<file path="config.mk">
export PLATFORM = sky130hd
export DESIGN_NAME = multi_cycle_ctrl_flat
export DESIGN_NICKNAME = d
export VERILOG_FILES = /design/src/rtl/multi_cycle_ctrl_pkg.sv /design/src/rtl/multi_cycle_ctrl_if.sv /design/src/rtl/multi_cycle_ctrl_next_state.sv /design/src/rtl/multi_cycle_ctrl.sv /design/src/flat_wrapper.sv
export SDC_FILE = /design/constraint.sdc
export NUM_CORES = 1
export LEC_CHECK = 0
export ABC_AREA = 1
export BUFFER_PORTS_ARGS = -buffer_cell sky130_fd_sc_hd__clkbuf_2
export CAP_MARGIN = 20
export CORE_UTILIZATION = 41
export CTS_CLUSTER_SIZE = 40
export DETAILED_ROUTE_END_ITERATION = 8
export PLACE_DENSITY = 0.76
export SLEW_MARGIN = 10
export SYNTH_ARGS = -nofsm -noshare
export SYNTH_HDL_FRONTEND = slang
export SYNTH_SLANG_ARGS = --single-unit
export TNS_END_PERCENT = 100
</file>
<file path="constraint.sdc">
create_clock -name clk_i -period 1.65 [get_ports clk_i]
set_clock_uncertainty 0.1 [all_clocks]
set_input_delay 0.2475 -clock clk_i [delete_from_list [all_inputs] [get_ports clk_i]]
set_output_delay 0.2475 -clock clk_i [all_outputs]
set_load 0.01 [all_outputs]
</file>
<file path="src/rtl/multi_cycle_ctrl_pkg.sv">
// Package: mc_ctrl_pkg
// Shared definitions for the multi-cycle controller: the state encoding,
// the opcodes it decodes, and the datapath select encodings it drives.
package mc_ctrl_pkg;

  // Controller states. The numeric values are visible on state_o for debug.
  typedef enum logic [3:0] {
    S_RST  = 4'd0,
    S_IF   = 4'd1,
    S_ID   = 4'd2,
    S_EXR  = 4'd3,
    S_EXI  = 4'd4,
    S_WBR  = 4'd5,
    S_WBI  = 4'd6,
    S_ADDR = 4'd7,
    S_MRD  = 4'd8,
    S_MWR  = 4'd9,
    S_WBM  = 4'd10,
    S_BR   = 4'd11,
    S_JMP  = 4'd12,
    S_HALT = 4'd13
  } state_e;

  // Opcodes taken from IR[31:26]
  localparam logic [5:0] OP_RTYPE = 6'h00;
  localparam logic [5:0] OP_ADDI  = 6'h08;
  localparam logic [5:0] OP_SLTI  = 6'h0A;
  localparam logic [5:0] OP_LW    = 6'h23;
  localparam logic [5:0] OP_SW    = 6'h2B;
  localparam logic [5:0] OP_BEQ   = 6'h04;
  localparam logic [5:0] OP_BNE   = 6'h05;
  localparam logic [5:0] OP_J     = 6'h02;

  // ALUOp codes handed to ALU_Ctrl
  localparam logic [2:0] ALU_ADD   = 3'b000;
  localparam logic [2:0] ALU_SUB   = 3'b001;
  localparam logic [2:0] ALU_FUNCT = 3'b010;
  localparam logic [2:0] ALU_SLT   = 3'b011;

  // ALU operand B select
  localparam logic [1:0] SRCB_RT      = 2'b00;
  localparam logic [1:0] SRCB_FOUR    = 2'b01;
  localparam logic [1:0] SRCB_IMM     = 2'b10;
  localparam logic [1:0] SRCB_IMM_SH2 = 2'b11;

  // PC source select
  localparam logic [1:0] PCSRC_ALU    = 2'b00;
  localparam logic [1:0] PCSRC_ALUOUT = 2'b01;
  localparam logic [1:0] PCSRC_JUMP   = 2'b10;

  // States that hold a memory request open and wait for mem_ready_i
  function automatic logic is_mem_wait(input state_e s);
    return (s == S_IF) || (s == S_MRD) || (s == S_MWR);
  endfunction

endpackage

</file>
<file path="src/rtl/multi_cycle_ctrl_if.sv">
// Interface: multi_cycle_ctrl_if
// Bundles the controller's decode inputs, memory handshake and every
// datapath enable/select. master = controller, slave = datapath/memory side.
interface multi_cycle_ctrl_if #(
  parameter int OP_W    = 6,
  parameter int ALUOP_W = 3
);

  logic [OP_W-1:0]    instr_op_i;
  logic               zero_i;
  logic               mem_ready_i;
  logic               pc_write_o;
  logic               ir_write_o;
  logic               i_or_d_o;
  logic               mem_read_o;
  logic               mem_write_o;
  logic               mem_to_reg_o;
  logic               reg_write_o;
  logic               reg_dst_o;
  logic               alu_src_a_o;
  logic [1:0]         alu_src_b_o;
  logic [ALUOP_W-1:0] alu_op_o;
  logic [1:0]         pc_source_o;
  logic               halt_o;
  logic [3:0]         state_o;
  logic [31:0]        instret_o;

  modport master (
    input  instr_op_i, zero_i, mem_ready_i,
    output pc_write_o, ir_write_o, i_or_d_o, mem_read_o, mem_write_o,
           mem_to_reg_o, reg_write_o, reg_dst_o, alu_src_a_o, alu_src_b_o,
           alu_op_o, pc_source_o, halt_o, state_o, instret_o
  );

  modport slave (
    output instr_op_i, zero_i, mem_ready_i,
    input  pc_write_o, ir_write_o, i_or_d_o, mem_read_o, mem_write_o,
           mem_to_reg_o, reg_write_o, reg_dst_o, alu_src_a_o, alu_src_b_o,
           alu_op_o, pc_source_o, halt_o, state_o, instret_o
  );

endinterface

</file>
<file path="src/rtl/multi_cycle_ctrl_next_state.sv">
// Module: mc_next_state
// Purely combinational next-state logic for the multi-cycle controller.
// A timeout always wins over a late mem_ready_i in the waiting states.
module mc_next_state
  import mc_ctrl_pkg::*;
#(
  parameter int OP_W = 6
) (
  input  state_e          state_i,
  input  logic [OP_W-1:0] op_i,
  input  logic            mem_ready_i,
  input  logic            timeout_i,
  output state_e          next_state_o
);

  // Sequence IF/ID/EX/MEM/WB; unknown opcodes and timeouts park in HALT
  always_comb begin
    next_state_o = state_i;
    case (state_i)
      S_RST: next_state_o = S_IF;
      S_IF: begin
        if (timeout_i)        next_state_o = S_HALT;
        else if (mem_ready_i) next_state_o = S_ID;
      end
      S_ID: begin
        case (op_i)
          OP_W'(OP_RTYPE):             next_state_o = S_EXR;
          OP_W'(OP_ADDI), OP_W'(OP_SLTI): next_state_o = S_EXI;
          OP_W'(OP_LW), OP_W'(OP_SW):  next_state_o = S_ADDR;
          OP_W'(OP_BEQ), OP_W'(OP_BNE): next_state_o = S_BR;
          OP_W'(OP_J):                 next_state_o = S_JMP;
          default:                     next_state_o = S_HALT;
        endcase
      end
      S_EXR: next_state_o = S_WBR;
      S_EXI: next_state_o = S_WBI;
      S_WBR: next_state_o = S_IF;
      S_WBI: next_state_o = S_IF;
      S_ADDR: begin
        if (op_i == OP_W'(OP_LW))      next_state_o = S_MRD;
        else if (op_i == OP_W'(OP_SW)) next_state_o = S_MWR;
        else                           next_state_o = S_HALT;
      end
      S_MRD: begin
        if (timeout_i)        next_state_o = S_HALT;
        else if (mem_ready_i) next_state_o = S_WBM;
      end
      S_MWR: begin
        if (timeout_i)        next_state_o = S_HALT;
        else if (mem_ready_i) next_state_o = S_IF;
      end
      S_WBM:  next_state_o = S_IF;
      S_BR:   next_state_o = S_IF;
      S_JMP:  next_state_o = S_IF;
      S_HALT: next_state_o = S_HALT;
      default: next_state_o = S_HALT;
    endcase
  end

endmodule

</file>
<file path="src/rtl/multi_cycle_ctrl.sv">
// Module: multi_cycle_ctrl
// Multi-cycle control FSM sharing one memory and one ALU across
// IF/ID/EX/MEM/WB. Holds the state register, the memory wait counter,
// the output decode and, when PERF_CNT_EN is defined, a retired-instruction
// counter (otherwise instret_o is tied to zero).
module multi_cycle_ctrl
  import mc_ctrl_pkg::*;
#(
  parameter int OP_W    = 6,
  parameter int ALUOP_W = 3,
  parameter int TIMEOUT = 15
) (
  input logic               clk_i,
  input logic               rst_i,
  multi_cycle_ctrl_if.master bus
);

  localparam int CNT_W = $clog2(TIMEOUT + 1);

  state_e             state_q, state_d;
  logic [CNT_W-1:0]   wait_cnt_q, wait_cnt_d;
  logic               timeout;

  logic               pc_write, ir_write, i_or_d, mem_read, mem_write;
  logic               mem_to_reg, reg_write, reg_dst, alu_src_a;
  logic [1:0]         alu_src_b, pc_source;
  logic [ALUOP_W-1:0] alu_op;

  // The wait counter only ever reaches TIMEOUT in a waiting state
  assign timeout = (wait_cnt_q == CNT_W'(TIMEOUT));

  mc_next_state #(.OP_W(OP_W)) u_next_state (
    .state_i      (state_q),
    .op_i         (bus.instr_op_i),
    .mem_ready_i  (bus.mem_ready_i),
    .timeout_i    (timeout),
    .next_state_o (state_d)
  );

  // Count stalled cycles in the current waiting state; any move restarts it
  always_comb begin
    wait_cnt_d = wait_cnt_q;
    if (state_d != state_q)
      wait_cnt_d = '0;
    else if (is_mem_wait(state_q) && !bus.mem_ready_i)
      wait_cnt_d = wait_cnt_q + CNT_W'(1);
  end

  // State register and wait counter
  always_ff @(posedge clk_i or negedge rst_i) begin
    if (!rst_i) begin
      state_q    <= S_RST;
      wait_cnt_q <= '0;
    end else begin
      state_q    <= state_d;
      wait_cnt_q <= wait_cnt_d;
    end
  end

  // Moore decode of the datapath controls, gated by ready/zero/timeout
  always_comb begin
    pc_write   = 1'b0;
    ir_write   = 1'b0;
    i_or_d     = 1'b0;
    mem_read   = 1'b0;
    mem_write  = 1'b0;
    mem_to_reg = 1'b0;
    reg_write  = 1'b0;
    reg_dst    = 1'b0;
    alu_src_a  = 1'b0;
    alu_src_b  = SRCB_RT;
    alu_op     = ALUOP_W'(ALU_ADD);
    pc_source  = PCSRC_ALU;
    case (state_q)
      S_IF: begin
        mem_read  = ~timeout;
        alu_src_b = SRCB_FOUR;
        pc_write  = bus.mem_ready_i & ~timeout;
        ir_write  = bus.mem_ready_i & ~timeout;
      end
      S_ID: begin
        alu_src_b = SRCB_IMM_SH2;
      end
      S_EXR: begin
        alu_src_a = 1'b1;
        alu_op    = ALUOP_W'(ALU_FUNCT);
      end
      S_EXI: begin
        alu_src_a = 1'b1;
        alu_src_b = SRCB_IMM;
        alu_op    = (bus.instr_op_i == OP_W'(OP_SLTI)) ? ALUOP_W'(ALU_SLT)
                                                       : ALUOP_W'(ALU_ADD);
      end
      S_WBR: begin
        reg_dst   = 1'b1;
        reg_write = 1'b1;
      end
      S_WBI: begin
        reg_write = 1'b1;
      end
      S_ADDR: begin
        alu_src_a = 1'b1;
        alu_src_b = SRCB_IMM;
      end
      S_MRD: begin
        i_or_d   = 1'b1;
        mem_read = ~timeout;
      end
      S_MWR: begin
        i_or_d    = 1'b1;
        mem_write = ~timeout;
      end
      S_WBM: begin
        mem_to_reg = 1'b1;
        reg_write  = 1'b1;
      end
      S_BR: begin
        alu_src_a = 1'b1;
        alu_op    = ALUOP_W'(ALU_SUB);
        pc_source = PCSRC_ALUOUT;
        pc_write  = (bus.instr_op_i == OP_W'(OP_BNE)) ? ~bus.zero_i : bus.zero_i;
      end
      S_JMP: begin
        pc_source = PCSRC_JUMP;
        pc_write  = 1'b1;
      end
      default: ;
    endcase
  end

  assign bus.pc_write_o   = pc_write;
  assign bus.ir_write_o   = ir_write;
  assign bus.i_or_d_o     = i_or_d;
  assign bus.mem_read_o   = mem_read;
  assign bus.mem_write_o  = mem_write;
  assign bus.mem_to_reg_o = mem_to_reg;
  assign bus.reg_write_o  = reg_write;
  assign bus.reg_dst_o    = reg_dst;
  assign bus.alu_src_a_o  = alu_src_a;
  assign bus.alu_src_b_o  = alu_src_b;
  assign bus.alu_op_o     = alu_op;
  assign bus.pc_source_o  = pc_source;
  assign bus.halt_o       = (state_q == S_HALT);
  assign bus.state_o      = state_q;

`ifdef PERF_CNT_EN
  logic [31:0] instret_q, instret_d;

  // An instruction retires when its last state hands back to IF
  always_comb begin
    instret_d = instret_q;
    if ((state_d == S_IF) &&
        (state_q inside {S_WBR, S_WBI, S_WBM, S_MWR, S_BR, S_JMP}))
      instret_d = instret_q + 32'd1;
  end

  // Retired-instruction counter, wraps naturally
  always_ff @(posedge clk_i or negedge rst_i) begin
    if (!rst_i) instret_q <= '0;
    else        instret_q <= instret_d;
  end

  assign bus.instret_o = instret_q;
`else
  assign bus.instret_o = '0;
`endif

endmodule

</file>
<file path="src/flat_wrapper.sv">
// flat-port wrapper written by rule: the top's interface ports become plain ports
module multi_cycle_ctrl_flat import mc_ctrl_pkg::*;
#(
  parameter int OP_W    = 6,
  parameter int ALUOP_W = 3,
  parameter int TIMEOUT = 15
)
  (clk_i, rst_i, bus_instr_op_i, bus_zero_i, bus_mem_ready_i, bus_pc_write_o, bus_ir_write_o, bus_i_or_d_o, bus_mem_read_o, bus_mem_write_o, bus_mem_to_reg_o, bus_reg_write_o, bus_reg_dst_o, bus_alu_src_a_o, bus_alu_src_b_o, bus_alu_op_o, bus_pc_source_o, bus_halt_o, bus_state_o, bus_instret_o);
  multi_cycle_ctrl_if #(.OP_W(OP_W), .ALUOP_W(ALUOP_W)) bus_i ();
  input logic clk_i;
  input logic rst_i;
  input wire logic [$bits(bus_i.instr_op_i)-1:0] bus_instr_op_i;
  input wire logic [$bits(bus_i.zero_i)-1:0] bus_zero_i;
  input wire logic [$bits(bus_i.mem_ready_i)-1:0] bus_mem_ready_i;
  output wire logic [$bits(bus_i.pc_write_o)-1:0] bus_pc_write_o;
  output wire logic [$bits(bus_i.ir_write_o)-1:0] bus_ir_write_o;
  output wire logic [$bits(bus_i.i_or_d_o)-1:0] bus_i_or_d_o;
  output wire logic [$bits(bus_i.mem_read_o)-1:0] bus_mem_read_o;
  output wire logic [$bits(bus_i.mem_write_o)-1:0] bus_mem_write_o;
  output wire logic [$bits(bus_i.mem_to_reg_o)-1:0] bus_mem_to_reg_o;
  output wire logic [$bits(bus_i.reg_write_o)-1:0] bus_reg_write_o;
  output wire logic [$bits(bus_i.reg_dst_o)-1:0] bus_reg_dst_o;
  output wire logic [$bits(bus_i.alu_src_a_o)-1:0] bus_alu_src_a_o;
  output wire logic [$bits(bus_i.alu_src_b_o)-1:0] bus_alu_src_b_o;
  output wire logic [$bits(bus_i.alu_op_o)-1:0] bus_alu_op_o;
  output wire logic [$bits(bus_i.pc_source_o)-1:0] bus_pc_source_o;
  output wire logic [$bits(bus_i.halt_o)-1:0] bus_halt_o;
  output wire logic [$bits(bus_i.state_o)-1:0] bus_state_o;
  output wire logic [$bits(bus_i.instret_o)-1:0] bus_instret_o;
  assign bus_i.instr_op_i = bus_instr_op_i;
  assign bus_i.zero_i = bus_zero_i;
  assign bus_i.mem_ready_i = bus_mem_ready_i;
  assign bus_pc_write_o = bus_i.pc_write_o;
  assign bus_ir_write_o = bus_i.ir_write_o;
  assign bus_i_or_d_o = bus_i.i_or_d_o;
  assign bus_mem_read_o = bus_i.mem_read_o;
  assign bus_mem_write_o = bus_i.mem_write_o;
  assign bus_mem_to_reg_o = bus_i.mem_to_reg_o;
  assign bus_reg_write_o = bus_i.reg_write_o;
  assign bus_reg_dst_o = bus_i.reg_dst_o;
  assign bus_alu_src_a_o = bus_i.alu_src_a_o;
  assign bus_alu_src_b_o = bus_i.alu_src_b_o;
  assign bus_alu_op_o = bus_i.alu_op_o;
  assign bus_pc_source_o = bus_i.pc_source_o;
  assign bus_halt_o = bus_i.halt_o;
  assign bus_state_o = bus_i.state_o;
  assign bus_instret_o = bus_i.instret_o;
  multi_cycle_ctrl #(.OP_W(OP_W), .ALUOP_W(ALUOP_W), .TIMEOUT(TIMEOUT)) u_core (.clk_i(clk_i), .rst_i(rst_i), .bus(bus_i));
endmodule
</file>
; ---- Yosys cells after proc, flatten, opt, wreduce, memory -nomap -nowiden
; Index checks and enable logic that the tools add are counted.
; W data, S select, Z words.
[totals]
register_bits = 8
out_inout_bits = 53
word_cells = 70
[classes]
addsub = 1
eq_ne = 22
mux = 26
n_bitwise = 3
n_reduce_logical = 16
[op_table]
columns = op, n
row1 = $mux W4, 8
row2 = $pmux W4 S8, 1
row3 = $eq A4 B4 Y1 const B, 7
row4 = $pmux W4 S5, 1
row5 = $eq A4 B3 Y1 const B, 4
row6 = $eq A6 B3 Y1 const B, 2
row7 = $eq A6 B4 Y1 const B, 2
row8 = $eq A6 B6 Y1 const B, 2
row9 = $reduce_or A2 Y1, 6
row10 = $mux W1, 9
row11 = $pmux W3 S3, 1
row12 = $eq A4 B2 Y1 const B, 2
row13 = $eq A6 B2 Y1 const B, 1
row14 = $logic_not A6 Y1, 1
row15 = $mux W3, 2
row16 = $pmux W2 S3, 1
row17 = $reduce_or A6 Y1, 1
row18 = $add A4 B1 Y4 const B, 1
row19 = $eq A4 B1 Y1 const B, 1
row20 = $logic_not A4 Y1, 1
row21 = $ne A4 B4 Y1, 1
row22 = $pmux W2 S2, 1
row23 = $reduce_or A4 Y1, 1
row24 = $pmux W1 S3, 1
row25 = 8 further kinds, 10

; ---- Longest topological paths before layout
; Gate-level depths: netlist of run 1.
[depth]
depth_word = 6
depth_mapped = 13
ltp_nobuf = 12

; ---- By module
; A second synthesis of run 1 with hierarchy kept.
[hier_totals]
hier_cells = 227
area_unflattened_um2 = 1351.3
[modules_own_cells]
columns = mod, n_inst, cells_per_inst, area_per_inst_um2, seq_area_each_um2
row1 = multi_cycle_ctrl, 1, 147, 985.9, 200.2
row2 = mc_next_state, 1, 80, 365.4, 0.0

; ---- Least setup slack after synthesis of run 1
; No wires, ideal clock.
[synth_timing]
path_type = register to output
from = register u_core.state_q[1] (netlist: u_core.bus.state_o[1])
to = output port bus_pc_write_o
arrival_time_ns = 1.325
required_time_ns = 1.302
setup_slack_ns = -0.023
path_stages_with_launch = 7
path_cell_list = dfrtp_1 -> buf_4 -> nor2_2 -> nand2_2 -> nor3_1 -> nor2_1 -> nand2_1
[synth_between]
elab_chain_cells = 2
[synth_lines]
columns = element, line
row1 = start: declaration, multi_cycle_ctrl.sv:20  ; state_e state_q, state_d;
row2 = start signal: assignment, multi_cycle_ctrl.sv:55  ; state_q <= state_d;
row3 = $eq A4 B4 Y1 / $eq A4 B1 Y1 (equally long branches), multi_cycle_ctrl.sv:74  ; case (state_q)
row4 = $pmux W1 S3 *, multi_cycle_ctrl.sv:74
row5 = end: declaration, flat_wrapper.sv:15  ; output wire logic [$bits(bus_i.pc_write_o)-1:0] bus_pc_write_o;
; Mark *: on every way between the ends. The rest lies on a longest branch, timed or not.

; ---- Worst setup path after layout of run 1
[layout_timing]
from = register u_core.state_q[1] (netlist: u_core.bus.state_o[1])
to = register u_core.wait_cnt_q[3]
[layout_between]
elab_chain_cells = 5
[layout_lines]
columns = element, line
row1 = $eq A4 B3 Y1 (tied with other cells), multi_cycle_ctrl_next_state.sv:19  ; case (state_i)
row2 = $reduce_or A6 Y1 (no source line) (tied with other cells), n/a
row3 = $pmux W4 S8 / $logic_or A1 B1 Y1 (equally long branches), "multi_cycle_ctrl_next_state.sv:19, multi_cycle_ctrl_pkg.sv:53"
row4 = $ne A4 B4 Y1 / $logic_and A1 B1 Y1 (equally long branches), "multi_cycle_ctrl.sv:43, multi_cycle_ctrl.sv:45"
row5 = $mux W4 / $reduce_bool A2 Y1 (equally long branches), n/a
row6 = end signal: assignment, multi_cycle_ctrl.sv:56  ; wait_cnt_q <= wait_cnt_d;
row7 = end: declaration, multi_cycle_ctrl.sv:21  ; logic [CNT_W-1:0] wait_cnt_q, wait_cnt_d;
; Parallel ways exist; a longest one is shown, timed or not.
; A chain may end at the register's enable or synchronous reset.

==> results of run 1 <==
logic make-up after synthesis:
family / count (synthesis) / share of synthesized area [%]
compound gates: 12 / 6.037
buf+inv: 58 / 29.24
flops: 8 / 16.95
simple gates: 104 / 43.22
xor+xnor: 3 / 2.225
other cells: 1 / 0.3175
fa+ha+maj: 1 / 1.059
mux: 1 / 0.9533
cell type report:
| cell class | count | area share (%) |
|---|---|---|
| tap | 31 | 2.208 |
| inverter | 24 | 5.413 |
| sequential | 8 | 11.68 |
| clock buffer | 3 | 1.282 |
| multi-input combinational | 154 | 51.00 |
| timing repair buffer | 69 | 28.42 |
metal layers:
layer  global-route usage (%)  wire, um  part of all wire (%)  up-vias
met3                    2.791       266                   7.5       13
met4                    9.643       114                   3.2        0
li1                         -         -                     -      669
met1                    26.63      1399                    40      631
met5                        0         0                     0        -
met2                    30.64      1750                    50       87
where the power goes:
group	switching, uW	internal, uW
clock	93.2	84.6
combinational	1280	1040
sequential	99.3	255
total	1470	1380
synthesized netlist by cell type, drive strengths merged:
master,count,area share [%]
a21oi,5,2.8
buf,34,22
conb,1,0.32
dfrtp,8,17
ha,1,1.1
inv,24,7.6
mux2,1,0.95
nand2,46,16
nand3,22,11
nand4,1,0.53
nor2,27,10
nor3,6,4.7
nor4,1,0.53
o21ai,7,3.3
or3,1,0.53
xnor2,1,0.74
xor2,2,1.5
timing repair:
action,4_1_cts,5_1_grt
pin swaps,5,12
endpoints found under the setup margin,16,21
hold buffers,1,0
endpoints found under the hold margin,8,0
resized for setup,15,51
setup buffers,10,6
registers in the layout (all words and copies together) (netlist names):
signal	cells
u_core.bus.state_o	4
u_core.wait_cnt_q	4
worst max path at each step:
stage | startpoint | endpoint | slack [ns] | cells after the start
final | u_core.bus.state_o[1] | u_core.wait_cnt_q[3] | -0.24 | 10
after global routing | u_core.bus.state_o[1] | u_core.wait_cnt_q[3] | -0.31 | 10
after CTS | u_core.bus.state_o[1] | bus_alu_op_o[1] | -0.21 | 5
after detailed placement | u_core.bus.state_o[1] | u_core.wait_cnt_q[0] | -0.05 | 12
after global placement | u_core.bus.state_o[1] | bus_alu_op_o[1] | -0.04 | 5
after floorplan | u_core.bus.state_o[1] | u_core.wait_cnt_q[0] | 0.001 | 12
cell usage in the layout, fill, tap and decap left out:
cell           synthesis  final
dfrtp_1                8      4
clkbuf_4               0      3
inv_2                  5      7
inv_4                  0      2
o21ai_1                1      1
xor2_1                 2      2
nor2_2                 4      4
nand3_2                2      3
a21oi_1                3      2
nor3_2                 5      4
dfrtp_2                0      4
nor3_4                 0      2
nand4_1                1      1
nand2_2                5     14
buf_2                  0      8
buf_6                  0     11
o21ai_0                5      4
dlygate4sd3_1          0      1
buf_4                 34     32
nand2_1               41     29
inv_1                 19     15
mux2_2                 1      1
or3_4                  0      1
o21ai_4                0      1
ha_2                   0      1
a21oi_2                2      3
nand3_1               19     17
o21ai_2                1      1
nor2_1                22     17
xnor2_1                1      1
conb_1                 1     33
nand3_4                1      2
clkbuf_2               0     17
nor4_1                 1      1
nor2_4                 1      6
nand2_4                0      3
per-stage QoR:
stage          cell area [um2]  utilization (%)  instances  power (uW)  hold slack, ns
3_5_place_dp              1415            51.76        269        1941        0.007588
5_1_grt                   1757            64.26        289        3013          0.2731
6_report                  1757            64.26        289        2848          0.2390
2_1_floorplan             1314                -        220        1382         -0.1481
3_3_place_gp              1415            51.76        269        1918        0.008917
4_1_cts                   1578            57.71        283        2426          0.2520
==> flow_summary.yaml, run 1 <==
critical_path:
  crit_arrival_ns: 1.99
  crit_path_end_kind: "register"
  path_cells: "buf_6 > nor2_4 > nand2_4 > buf_4 > o21ai_4 > nand2_2 > nor2_1 > nand3_1 > xor2_1 > nor3_2"
  path_class: "reg2reg"
  required_ns: 1.75
  r2r-end: "u_core.wait_cnt_q[3]"
  cpMaxStageDelayCell: "dfrtp_2"
  critPathBufInv: 2
  rrSetupSlack_ns: -0.24
  slowest_delay_ns: 0.45
  cpLargestDelayFamily: "simple AND/OR/NAND/NOR gates"
  r2r_cells: 10
  startpoint_type: "register"
  cp_max_fo: 4
  r2r_start: "u_core.bus.state_o[1]"
yosys:
  netlist_area_um2: 1181
  ys_seq_elements: 8
  ys_seq_area_share_pct: 16.95
  synth.distinct_cells: 27
  post_synth_inst_count: 188
  avgSynthCellArea_um2: 6.283
  ys_warn_count: 0
sta:
  worst_slack_ns: -0.2390
  period_share_pct: 114.5
  hold_violations: 0
  rsz0062_at_grt: "true"
  finalSetupTns_ns: -2.922
  min_period_ns: 1.889
  fmax_mhz: 529.4
  drv_slew: 0
  finalSetupViolCount: 20
final_layout:
  syn_to_final_growth_pct: 48.73
  num_antenna_cells: 0
  drive_above_1_share_pct: 50.39
  multiInputGateArea_um2: 895.9
  seqCellArea_um2: 205.2
  nFillCells: 233
  num-nets-final: 271
job:
  cap_violations: 0
floorplanning:
  row_count: 19
  die_area_um2: 3100
  core-area_um2: 2734
  num_io_pins: 63
  die_w_um: 55.68
  die_h_um: 55.68
  initial_utilization_pct: 43.20
run_status:
  status: "finished, violations left"
  violations: "negative setup slack"
routing:
  drcViolationCount: 0
  num_vias: 1400
  drt_iter0_markers: 66
  viasPerCell: 4.844
  ant_nets: 0
  wl_mm: 3.530
  wl_per_cell_um: 12.21
  dr.pass1.iters: 6
cts:
  clkLatencyLatePin_ns: 0.28
  cts_buffers: 3
  clock_sinks: 8
  clock_path_buffers: 2
  cts_root_buffer: "clkbuf_4"
  htree_levels: 1
  clk_pin_slew_ns: 0.07
  cts_tree: "built"
power_and_ir_drop:
  cellPowerDensity_nw_per_um2: 1622
  power_leakage_uw: 0.001011
  vdd_drop_max_mv: 1.345
grt:
  grt_pass1_vias: 1058
  grt_pass1_wl_mm: 4.719
  grt-ovfl-total: 0
  grt_usage_pct: 19.68
  antenna_found_initial: 0
  grt_max_degree: 9
min_path:
  min_path_type: "in2async"
placement:
  portBuffers: 29
  dp_slack_ns: -0.05057
  place.gp.congestion: 1.009
  hpwl_mm: 2.266
Power figures use the tool's default switching activity.
==> run 2, diff against run 1 <==
--- a/config.mk
+++ b/config.mk
@@ -5,10 +5,9 @@
 export SDC_FILE = /design/constraint.sdc
 export NUM_CORES = 1
 export LEC_CHECK = 0
-export ABC_AREA = 1
 export BUFFER_PORTS_ARGS = -buffer_cell sky130_fd_sc_hd__clkbuf_2
 export CAP_MARGIN = 20
-export CORE_UTILIZATION = 41
+export CORE_UTILIZATION = 40
 export CTS_CLUSTER_SIZE = 40
 export DETAILED_ROUTE_END_ITERATION = 8
 export PLACE_DENSITY = 0.76
==> flow_summary.yaml, run 2 <==
run_status:
  status: "finished, violations left"
  violations: "negative setup slack"
yosys:
  synth_commonest_cells: "buf_4 (34), nor2_1 (16), nand2_1 (14)"
  ys_warn_count: 0
  async_flop_share_pct: 100.0
  avgSynthCellArea_um2: 7.150
  post_synth_inst_count: 154
  synth-edff-count: 0
  ys_seq_area_share_pct: 18.18
  yosysMostFrequentCell: "buf_4"
  ys_dominant_reg_cell: "dfrtp_1"
  ys_seq_elements: 8
  synth.distinct_cells: 44
  synth_top_cell_by_area: "buf_4"
  netlist_area_um2: 1101
  ys_top_cells_by_area: "buf_4 (23%), dfrtp_1 (18%), nor2_1 (5.5%), nand2_1 (4.8%), o21ai_0 (3.6%)"
  synth_top_area_share_pct: 23.18
sta:
  fmax_mhz: 468.5
  rsz0062_at_grt: "true"
  min_period_ns: 2.134
  period_share_pct: 129.4
  worst_slack_ns: -0.4845
  drv_slew: 0
  hold_violations: 0
  holdWs_ns: 0.2556
  finalSetupViolCount: 23
floorplanning:
  die_h_um: 54.47
  die_area_um2: 2966
  core-area_um2: 2545
  num_io_pins: 63
  die_w_um: 54.47
  row_count: 18
  initial_utilization_pct: 43.26
final_layout:
  design_area_um2: 2092
  nFillCells: 120
  drive_above_1_share_pct: 62.30
  syn_to_final_growth_pct: 90.00
  num-nets-final: 256
  num_antenna_cells: 0
  final_cell_mix: "buf_4 (44), conb_1 (33), buf_6 (27), clkbuf_2 (14)"
  layout_commonest_cell: "buf_4"
cts:
  cts_buffers: 3
  clk_pin_slew_ns: 0.07
  clock_path_buffers: 2
  clock_sinks: 8
  htree_levels: 1
  cts_tree: "built"
  cts_root_buffer: "clkbuf_4"
  clkLatencyLatePin_ns: 0.26
routing:
  num_vias: 1545
  drcViolationCount: 0
  dr.pass1.iters: 4
  ant_nets: 0
  drt_iter0_markers: 67
  viasPerCell: 5.639
  wl_per_cell_um: 19.09
  wl_mm: 5.232
critical_path:
  crit_start: "u_core.bus.state_o[0]"
  crit_arrival_ns: 2.19
  r2r_start: "u_core.bus.state_o[0]"
  required_ns: 1.71
  cp_max_fo: 4
  path_class: "reg2reg"
  crit_path_end_kind: "register"
  startpoint_type: "register"
placement:
  dpl-instance-area_um2: 1556
  dp_slack_ns: -0.3774
  portBuffers: 29
  hpwl_mm: 2.326
  place.gp.congestion: 0.8597
grt:
  use_met1_pct: 28.57
  top_usage_layer: "met2"
  antenna_found_initial: 0
  use_met3_pct: 1.389
  grt_pass1_vias: 1160
  grt_pass1_wl_mm: 5.106
  use_met2_pct: 44.31
  grt-ovfl-total: 0
  grt_max_degree: 13
  grt_usage_pct: 23.91
job:
  cap_violations: 0
power_and_ir_drop:
  clkPwrFrac_pct: 5.1
  sw_frac_of_total_pct: 48.82
  fin_total_pwr_uw: 3388
  vdd_drop_max_mv: 1.267
  power_leakage_uw: 0.0009997
  seq_power_share_pct: 9.4
  cellPowerDensity_nw_per_um2: 1619
  p_switching_uw: 1654
  p_comb_share_pct: 85.5
  power.internal_uw: 1734
min_path:
  min_path_type: "in2async"
run 2: changes by cell type in the layout (fill, tap and decap cells not counted), sizes merged, moves of 5 or more:
cell	delta
nand2	-32
buf	+29
inv	-22
nand3	-16
nor2	-11
nor4	+5
run 2: through the flow:
stage               TNS [ns]  std cells  util (%)
floorplan            -0.6309        186         -
global placement      -1.997        250     61.16
detailed placement    -2.251        250     61.16
CTS                   -4.372        271     72.52
global route          -7.619        274     82.20
finish                -5.825        274     82.20
run 2: cell families (layout without fill, tap and decap cells):
kind of cell / count (synthesis) / in the layout / share of synthesized area [%]
and+or+nand+nor: 65 / 65 / 29.55
buffers and inverters: 44 / 102 / 27.50
AOI/OAI and AO/OA: 27 / 27 / 16.14
DFF: 8 / 8 / 18.18
xor gates and xnor gates: 7 / 7 / 6.250
adders and majority gates: 1 / 1 / 1.136
other: 1 / 33 / 0.3406
muxes: 1 / 1 / 0.9091
run 2: layout make-up:
type	count	area (um2)	share of cell area [%]
inverter	3	23.77	1.136
tap	30	37.54	1.794
multi-input combinational	134	1017	48.62
clock buffer	4	26.28	1.256
sequential	8	202.7	9.689
timing repair buffer	95	784.5	37.50
run 2: path summary, 6_finish.rpt:
path / to / slack, ns / depth (start not counted)
worst min register to register: u_core.wait_cnt_q[0] / 0.65 / 3
worst max register to register: u_core.wait_cnt_q[2] / -0.48 / 6
worst max-delay path: u_core.wait_cnt_q[2] / -0.48 / 6
min in group clk_i: u_core.bus.state_o[2] / 0.41 / 5
max in group asynchronous: u_core.bus.state_o[1] / 1.00 / 2
worst min-delay path: u_core.wait_cnt_q[2] / 0.26 / 2
run 2: per-layer routing:
layer | up-vias | routed length [um]
li1 | 651 | -
met5 | - | 0
met3 | 20 | 568
met4 | 0 | 195
met2 | 143 | 2529
met1 | 731 | 1939
run 2: power by group through the flow:
stage / registers [uW] / logic (uW) / clock network, uW
floorplan: 312 / 1110 / 0
global placement: 294 / 1710 / 0
detailed placement: 297 / 1750 / 0
CTS: 292 / 2220 / 163
global route: 319 / 3050 / 188
finish: 318 / 2900 / 173
run 2: what timing repair did:
| action | 4_1_cts | 5_1_grt |
|---|---|---|
| buffers inserted | 16 | 8 |
| hold endpoints to repair | 8 | 0 |
| pin swaps | 14 | 15 |
| setup endpoints to repair | 21 | 23 |
| hold buffers | 1 | 0 |
| resized for setup | 36 | 63 |
run 2: critical path, stage by stage (launching register included):
cell and delay (ns):
dfrtp_2 0.43, buf_6 0.12, nand2b_4 0.13, or3_4 0.39
o211ai_1 0.39, xor2_2 0.20, nor4_1 0.28
==> run 3, diff against run 2 <==
--- a/config.mk
+++ b/config.mk
@@ -11,6 +11,7 @@
 export CTS_CLUSTER_SIZE = 40
 export DETAILED_ROUTE_END_ITERATION = 8
 export PLACE_DENSITY = 0.76
+export REMOVE_ABC_BUFFERS = 1
 export SLEW_MARGIN = 10
 export SYNTH_ARGS = -nofsm -noshare
 export SYNTH_HDL_FRONTEND = slang
==> constraint.sdc (replaced) <==
create_clock -name clk_i -period 1.65 [get_ports clk_i]
set_clock_uncertainty 0.1 [all_clocks]
set_input_delay 0.33 -clock clk_i [delete_from_list [all_inputs] [get_ports clk_i]]
set_output_delay 0.33 -clock clk_i [all_outputs]
set_load 0.01 [all_outputs]
==> flow_summary.yaml, run 3 (synthesized netlist as in run 2, its figures left out) <==
critical_path:
  path_cells: "buf_6 > or4_4 > or4_4 > o22ai_2 > buf_2"
  crit_path_end_kind: "output pin"
  r2r_cells: 6
  cp_max_fo: 2
  r2r-end: "u_core.wait_cnt_q[3]"
  required_ns: 1.22
  startpoint_type: "primary input"
  path_depth: 5
  crit_start: "bus_instr_op_i[0]"
  r2r_start: "u_core.bus.state_o[1]"
  slowest_delay_ns: 0.53
  crit_arrival_ns: 1.67
  path_class: "in2out"
  cpMaxStageDelayCell: "or4_4"
  cpLargestDelayFamily: "simple AND/OR/NAND/NOR gates"
  rrSetupSlack_ns: -0.33
  path_common_cell: "or4_4"
  critPathBufInv: 2
  critical_path.endpoint: "bus_alu_op_o[0]"
final_layout:
  nFillCells: 140
  layout_commonest_cell: "buf_4"
  num_antenna_cells: 0
  num-nets-final: 259
  syn_to_final_growth_pct: 88.18
  drive_above_1_share_pct: 63.01
  final_cell_mix: "buf_4 (44), conb_1 (33), buf_6 (29), clkbuf_2 (13), nand2_1 (11)"
routing:
  drcViolationCount: 0
  num_vias: 1427
  drt_iter0_markers: 40
  wl_mm: 4.206
  viasPerCell: 5.170
  dr.pass1.iters: 4
  wl_per_cell_um: 15.24
  ant_nets: 0
sta:
  rsz0062_at_grt: "true"
  worst_slack_ns: -0.4546
  min_period_ns: 2.105
  hold_violations: 0
  period_share_pct: 127.6
  finalSetupTns_ns: -5.591
  finalSetupViolCount: 23
  drv_slew: 0
  fmax_mhz: 475.1
power_and_ir_drop:
  p_comb_share_pct: 84.6
  clkPwrFrac_pct: 4.6
  fin_total_pwr_uw: 3175
  sw_frac_of_total_pct: 46.80
  cellPowerDensity_nw_per_um2: 1532
  vdd_drop_max_mv: 1.053
  power.internal_uw: 1689
  seq_power_share_pct: 10.7
  power_leakage_uw: 0.001017
  p_switching_uw: 1486
placement:
  hpwl_mm: 2.154
  place.gp.congestion: 0.8459
  portBuffers: 29
grt:
  grt_usage_pct: 25.69
  grt-ovfl-total: 0
  grt_pass1_vias: 1216
  grt_pass1_wl_mm: 5.382
  antenna_found_initial: 0
  grt_max_degree: 11
cts:
  cts_tree: "built"
  clk_pin_slew_ns: 0.05
  clock_path_buffers: 2
  cts_root_buffer: "clkbuf_4"
  clock_sinks: 8
  htree_levels: 1
  clkLatencyLatePin_ns: 0.25
  cts_buffers: 3
run_status:
  violations: "negative setup slack"
  status: "finished, violations left"
floorplanning:
  die_h_um: 54.47
  die_area_um2: 2966
  die_w_um: 54.47
  initial_utilization_pct: 43.26
  num_io_pins: 63
  row_count: 18
  core-area_um2: 2545
min_path:
  min_path_type: "in2async"
job:
  cap_violations: 0
run 3: cell types whose count changed in the layout (fill, tap and decap cells not counted), sizes merged:
| cell | delta |
|---|---|
| clkbuf | -2 |
| clkinv | -1 |
| buf | +4 |
| inv | +1 |
run 3: routing by layer:
metal	global-route usage (%)	part of all wire (%)
met1	28.43	37
met2	45.73	53
met3	5.000	6.9
met4	13.68	2.3
met5	0	0
run 3: final cells by class:
| type | count | area, um2 | area share [%] |
|---|---|---|---|
| tap | 30 | 37.54 | 1.812 |
| sequential | 8 | 203.9 | 9.843 |
| multi-input combinational | 134 | 992.2 | 47.89 |
| clock buffer | 3 | 22.52 | 1.087 |
| timing repair buffer | 98 | 802.0 | 38.71 |
| inverter | 3 | 13.76 | 0.6643 |
run 3: worst min-delay path by stage:
stage	startpoint	endpoint	slack [ns]	cells past startpoint
final	rst_i	u_core.wait_cnt_q[3]	0.35	2
after global routing	rst_i	u_core.wait_cnt_q[3]	0.37	2
after CTS	rst_i	u_core.wait_cnt_q[3]	0.36	2
after detailed placement	rst_i	u_core.bus.state_o[0]	0.08	1
after global placement	rst_i	u_core.wait_cnt_q[0]	0.08	1
after floorplan	rst_i	u_core.bus.state_o[0]	-0.07	0
run 3: power groups by stage:
stage | clock (uW) | sequential [uW] | combinational [uW]
detailed placement | 0 | 331 | 1540
global route | 160 | 343 | 2850
finish | 147 | 340 | 2690
CTS | 146 | 328 | 2230
global placement | 0 | 328 | 1510
floorplan | 0 | 414 | 681
run 3: stage by stage:
| stage | util (%) | setup WS [ns] | cell area, um2 | cells | hold WS [ns] |
|---|---|---|---|---|---|
| 2_1_floorplan | - | -0.5139 | 929.6 | 145 | -0.06559 |
| 4_1_cts | 74.58 | -0.4556 | 1898 | 270 | 0.3594 |
| 5_1_grt | 81.42 | -0.4961 | 2072 | 276 | 0.3720 |
| 3_3_place_gp | 58.16 | -0.6839 | 1480 | 253 | 0.07904 |
| 3_5_place_dp | 58.16 | -0.6939 | 1480 | 253 | 0.08121 |
| 6_report | 81.42 | -0.4546 | 2072 | 276 | 0.3453 |
run 3: timing repair:
item                                    4_1_cts  5_1_grt
hold endpoints to repair                      8        0
buffers inserted                             14        7
pin swaps                                    31       11
hold buffers                                  1        0
endpoints found under the setup margin       21       23
resized for setup                            73       40
run 3: worst reg2reg max path: cells and delay by family (launching register included):
family / cells / cell delay, ns
flops: 1 / 0.45
buf+inv: 1 / 0.14
compound gates: 1 / 0.31
xor+xnor: 1 / 0.19
simple gates: 3 / 0.68
